`src/rtl/addh_serial_seq.sv`:
```
// rtl/addh_serial_seq.sv - bit-serial add/increment sequencer over a shared half-adder pair
//
// Accepts one operand pair per request while idle and pushes it LSB-first
// through a single full-add bit slice for WIDTH cycles. The registered sum and
// carry-out are then presented, together with a one-cycle completion pulse.
//
// Ports:
//   clk_i    rising-edge clock
//   rst_i    asynchronous active-high reset
//   start_i  request strobe, honoured only while ready_o=1
//   op_i     0: a_i + b_i, 1: a_i + 1 (b_i ignored)
//   a_i      operand A, captured on the accepting edge
//   b_i      operand B, captured on the accepting edge
//   ready_o  high while idle
//   done_o   one-cycle pulse when s_o/co_o are updated
//   s_o      registered sum, held until the next done_o
//   co_o     registered carry-out of bit WIDTH-1
module addh_serial_seq #(
  parameter int WIDTH = 8
) (
  input  logic             clk_i,
  input  logic             rst_i,
  input  logic             start_i,
  input  logic             op_i,
  input  logic [WIDTH-1:0] a_i,
  input  logic [WIDTH-1:0] b_i,
  output logic             ready_o,
  output logic             done_o,
  output logic [WIDTH-1:0] s_o,
  output logic             co_o
);

  localparam int CW = $clog2(WIDTH);
  localparam logic [CW-1:0] CNT_LAST = CW'(WIDTH - 1);

  localparam logic [1:0] ST_IDLE = 2'd0;
  localparam logic [1:0] ST_RUN  = 2'd1;
  localparam logic [1:0] ST_DONE = 2'd2;

  logic [1:0]       state_q, state_d;
  logic [WIDTH-1:0] sa_q, sa_d;
  logic [WIDTH-1:0] sb_q, sb_d;
  logic [WIDTH-1:0] r_q, r_d;
  logic             c_q, c_d;
  logic [CW-1:0]    cnt_q, cnt_d;
  logic [WIDTH-1:0] s_q, s_d;
  logic             co_q, co_d;
  logic             ready_q, ready_d;
  logic             done_q, done_d;

  // Single bit slice: two cascaded half adders.
  logic bit_p;
  logic bit_s;
  logic bit_c;
  assign bit_p = sa_q[0] ^ sb_q[0];
  assign bit_s = bit_p ^ c_q;
  assign bit_c = (sa_q[0] & sb_q[0]) | (c_q & bit_p);

  always_comb begin
    state_d = state_q;
    sa_d    = sa_q;
    sb_d    = sb_q;
    r_d     = r_q;
    c_d     = c_q;
    cnt_d   = cnt_q;
    s_d     = s_q;
    co_d    = co_q;

    case (state_q)
      ST_IDLE: begin
        if (start_i) begin
          sa_d    = a_i;
          // Increment reuses the adder with B=0 and carry-in 1.
          sb_d    = op_i ? '0 : b_i;
          c_d     = op_i;
          cnt_d   = '0;
          r_d     = '0;
          state_d = ST_RUN;
        end
      end
      ST_RUN: begin
        c_d   = bit_c;
        r_d   = {bit_s, r_q[WIDTH-1:1]};
        sa_d  = sa_q >> 1;
        sb_d  = sb_q >> 1;
        cnt_d = cnt_q + 1'b1;
        if (cnt_q == CNT_LAST) begin
          // Result includes the bit computed on this very edge.
          s_d     = {bit_s, r_q[WIDTH-1:1]};
          co_d    = bit_c;
          cnt_d   = '0;
          state_d = ST_DONE;
        end
      end
      ST_DONE: begin
        state_d = ST_IDLE;
      end
      default: begin
        state_d = ST_IDLE;
      end
    endcase

    // Status flags are registered copies of the next state so outputs come
    // straight from flops.
    ready_d = (state_d == ST_IDLE);
    done_d  = (state_d == ST_DONE);
  end

  always_ff @(posedge clk_i or posedge rst_i) begin
    if (rst_i) begin
      state_q <= ST_IDLE;
      sa_q    <= '0;
      sb_q    <= '0;
      r_q     <= '0;
      c_q     <= 1'b0;
      cnt_q   <= '0;
      s_q     <= '0;
      co_q    <= 1'b0;
      ready_q <= 1'b1;
      done_q  <= 1'b0;
    end else begin
      state_q <= state_d;
      sa_q    <= sa_d;
      sb_q    <= sb_d;
      r_q     <= r_d;
      c_q     <= c_d;
      cnt_q   <= cnt_d;
      s_q     <= s_d;
      co_q    <= co_d;
      ready_q <= ready_d;
      done_q  <= done_d;
    end
  end

  assign ready_o = ready_q;
  assign done_o  = done_q;
  assign s_o     = s_q;
  assign co_o    = co_q;

endmodule
```
`config.mk`:
```
export PLATFORM = sky130hd
export DESIGN_NAME = addh_serial_seq
export DESIGN_NICKNAME = d
export VERILOG_FILES = /design/src/rtl/addh_serial_seq.sv
export SDC_FILE = /design/constraint.sdc
export NUM_CORES = 1
export LEC_CHECK = 0
export ABC_CLOCK_PERIOD_IN_PS = 1950
export CORE_UTILIZATION = 30
export CTS_BUF_LIST = sky130_fd_sc_hd__clkbuf_4
export CTS_CLUSTER_DIAMETER = 120
export CTS_CLUSTER_SIZE = 12
export DETAILED_ROUTE_END_ITERATION = 7
export PLACE_DENSITY_LB_ADDON = 0.2
export SYNTH_ARGS = -nofsm -noshare
export SYNTH_HDL_FRONTEND = slang
export SYNTH_SLANG_ARGS = --single-unit
```
`constraint.sdc`:
```
create_clock -name clk_i -period 1.95 [get_ports clk_i]
set_clock_uncertainty 0.15 [all_clocks]
set_input_delay 0.2925 -clock clk_i [delete_from_list [all_inputs] [get_ports clk_i]]
set_output_delay 0.2925 -clock clk_i [all_outputs]
set_load 0.005 [all_outputs]
```
==> run_results.csv <==
group,metric,value,unit
clock_network,cts_made_buffers,5,
synthesis,seq_area_frac_synth,58.55,%
drt,top_layer_used,"met4",
synthesis,yosys-top-cells-area,"dfrtp_1 57%, a22o_1 4.6%, mux2_2 4.6%",
synthesis,yosysWarnings,0,
global_routing,grt_overflow,0,
timing,setup_viol,0,
clock_network,cts_resized,0,
timing,maxSlewViolCount,0,
timing,setup_tns,0,ns
setup_path,crit_buf_inv,1,
power_and_ir_drop,p_per_area,1298,mW/mm^2
setup_path,crit_fanout,1,
power_and_ir_drop,power_frac_comb,33.2,%
place,port_buffers,30,
floorplanning,fp.coreArea,0.005507,sq mm
setup_path,start_kind,"flip-flop",
hold_path,hp-class,"primary input to async pin",
global_routing,grt_max_degree,41,
clock_network,cts_tree,"yes",
timing,period_minus_slack,1.803,ns
job,maxCapViolCount,0,
drt,wire_per_inst,12.63,um
clock_network,holdBufCountCts,0,
synthesis,syn_inst,132,
drt,dr_wl_met2,1.451,mm
clock_network,h-tree-depth,2,
setup_path,crit_type,"flip-flop to output port",
timing,hold_ws,0.1321,ns
timing,timing.final.crit_share,92.48,%
synthesis,yosys.area.top_type,"dfrtp_1",
global_routing,track_usage,10.85,%
drt,dr_wl_met3,137,um
drt,vias,1134,
final_layout,nNetsFinal,187,
drt,drtPass1Iterations,4,
setup_path,setup.worst_path.start,"ready_o",
floorplanning,die_area,0.006012,sq mm
setup_path,rr_worst_depth,4,
place,place.gp.congestion,0.7916,
clock_network,post_cts_buffers,0,
drt,met1_length,1.373,mm
global_routing,antenna_found_initial,0,
setup_path,cp_slowest_cell,"dfstp_2",
synthesis,synth_top_area_share,57.02,%
timing,maxSlewHeadroom,61.12,%
setup_path,r2r-start,"cnt_q[0]",
clock_network,clockBufferDepth,2,
setup_path,cp_top_family,"flip-flops",
floorplanning,die_w,77.54,um
synthesis,synth_area,0.001712,sq mm
setup_path,r2r-end,"s_o[1]",
timing,tightest_slew,0.5817,ns
setup_path,crit_path_end_kind,"output port",
power_and_ir_drop,clkPwrFrac,19.3,%
drt,antenna_left,0,
drt,drt-total-wl,2.993,mm
drt,drt-vias-per-instance,4.785,
clock_network,ctsRootBufferMaster,"clkbuf_4",
synthesis,yosysUniqueCellTypes,26,
power_and_ir_drop,ir_drop,0.6214,mV
final_layout,area_growth,25.07,%
power_and_ir_drop,netSwitchingFraction,30.91,%
clock_network,clock_latency,0.34,ns
final_layout,fillCellCount,540,
synthesis,synth_seq_cells,40,
global_routing,grt_pass1_vias,1070,
setup_path,cp.arrival,1.36,ns
timing,max_freq,554.5,MHz
floorplanning,die_height,77.54,um
synthesis,syn_nets,155,
power_and_ir_drop,power,0.002779,W
power_and_ir_drop,p_int,0.001920,W
floorplanning,ios,31,
floorplanning,fp-row-count,27,
power_and_ir_drop,seq_power_share,47.5,%
global_routing,grt_pass1_wl,5.023,mm
setup_path,max_stage_delay,0.54,ns
power_and_ir_drop,leakage,1.009,nW
drt,initialDrtViolationCount,84,
setup_path,crit_chain,"clkdlybuf4s50_1",
timing,hold_viol_final,0,
floorplanning,start_util,31.08,%
setup_path,crit_required,1.51,ns
clock_network,clock-sinks,40,
clock_network,clk_pin_slew_worst_paths,0.12,ns
synthesis,syn_area_per_cell,12.97,sq um
setup_path,r2r_slack,0.27,ns
power_and_ir_drop,p_sw,0.0008592,W
final_layout,diodes,0,
final_layout,final_layout_size_suffix_gt1_share,13.94,%
timing,grt_setup_unrepaired,"no",
place,dp_hpwl,2.124,mm
status,status,"completed",
drt,drcViolationCount,0,
==> cells by family (layout without fill, tap and decap cells) <==
logic type,after synthesis,count (layout),share of synthesized area [%]
DFF,40,40,58.55
muxes,7,7,4.606
buffers and inverters,23,56,7.748
and+or+nand+nor,17,17,7.676
adders and majority gates,3,3,2.631
AOI/OAI and AO/OA,42,42,18.79
==> metal layers <==
layer	vias to the layer above	global-route usage (%)
li1	539	-
met1	559	13.19
met2	32	17.88
met3	4	3.882
met4	0	3.396
met5	-	0
==> area by class of cell <==
cell class | count | area, sq um | area share (%)
clock buffer | 5 | 37.54 | 1.753
clock inverter | 3 | 42.54 | 1.987
inverter | 15 | 56.30 | 2.630
multi-input combinational | 69 | 576.8 | 26.94
sequential | 40 | 1002 | 46.81
tap | 72 | 90.09 | 4.208
timing repair buffer | 33 | 335.3 | 15.66
==> sequential cells by signal (all words and copies together), names as in the netlist <==
signal	flops
sa_q	8
r_q	7
s_o	8
co_o	1
sb_q	8
c_q	1
cnt_q	3
state_q	2
done_o	1
ready_o	1
==> power by group through the flow <==
| stage | Clock [W] | Combinational [W] | Sequential [W] |
|---|---|---|---|
| after floorplan | 0 | 0.000689 | 0.00128 |
| after global placement | 0 | 0.000918 | 0.00133 |
| after detailed placement | 0 | 0.000940 | 0.00134 |
| after CTS | 0.000561 | 0.000938 | 0.00132 |
| after global routing | 0.000595 | 0.00103 | 0.00136 |
| final | 0.000537 | 0.000923 | 0.00132 |
==> per-stage QoR <==
stage	instance area, sq um	worst slack (ns)	instances	utilization (%)
6_report	2141	0.1466	237	38.88
3_5_place_dp	2061	0.02436	229	37.42
4_1_cts	2141	0.1197	237	38.88
3_3_place_gp	2061	0.09397	229	37.42
2_1_floorplan	1712	0.3414	132	-
5_1_grt	2141	0.08700	237	38.88
==> synthesized netlist by cell type <==
cell      number
a32o_1         1
dfstp_2        1
nand3b_4       1
buf_2          1
inv_1         15
o21bai_4       1
a222oi_1       7
and2b_1        3
a31oi_1        1
buf_4          2
fa_1           1
nand2_1        7
a22o_1         9
nor2b_4        1
o22ai_1        2
o31ai_1        1
mux2_2         7
o21ai_0        9
nor4b_4        1
nor2b_1        3
a22oi_1        7
nand2b_1       1
dfrtp_1       39
a21oi_1        4
ha_1           2
buf_6          5
==> worst max-delay path by stage <==
stage,to,slack (ns),depth (start not counted)
after floorplan,s_o[0],0.34,5
after global placement,sa_q[0],0.09,4
after detailed placement,c_q,0.02,4
after CTS,ready_o,0.12,1
after global routing,ready_o,0.09,1
final,ready_o,0.15,1
==> placed cells by master, fill, tap and decap left out, types with 2 or more instances in the layout <==
cell             synthesis  final
dfrtp_1                 39     39
clkdlybuf4s50_1          0     30
inv_1                   15     15
a22o_1                   9      9
o21ai_0                  9      9
a222oi_1                 7      7
nand2_1                  7      7
a22oi_1                  7      7
mux2_2                   7      7
clkbuf_4                 0      5
a21oi_1                  4      4
nor2b_1                  3      3
and2b_1                  3      3
o22ai_1                  2      2
ha_1                     2      2
buf_4                    2      2
Note: power is estimated with default switching activity, not from simulation.
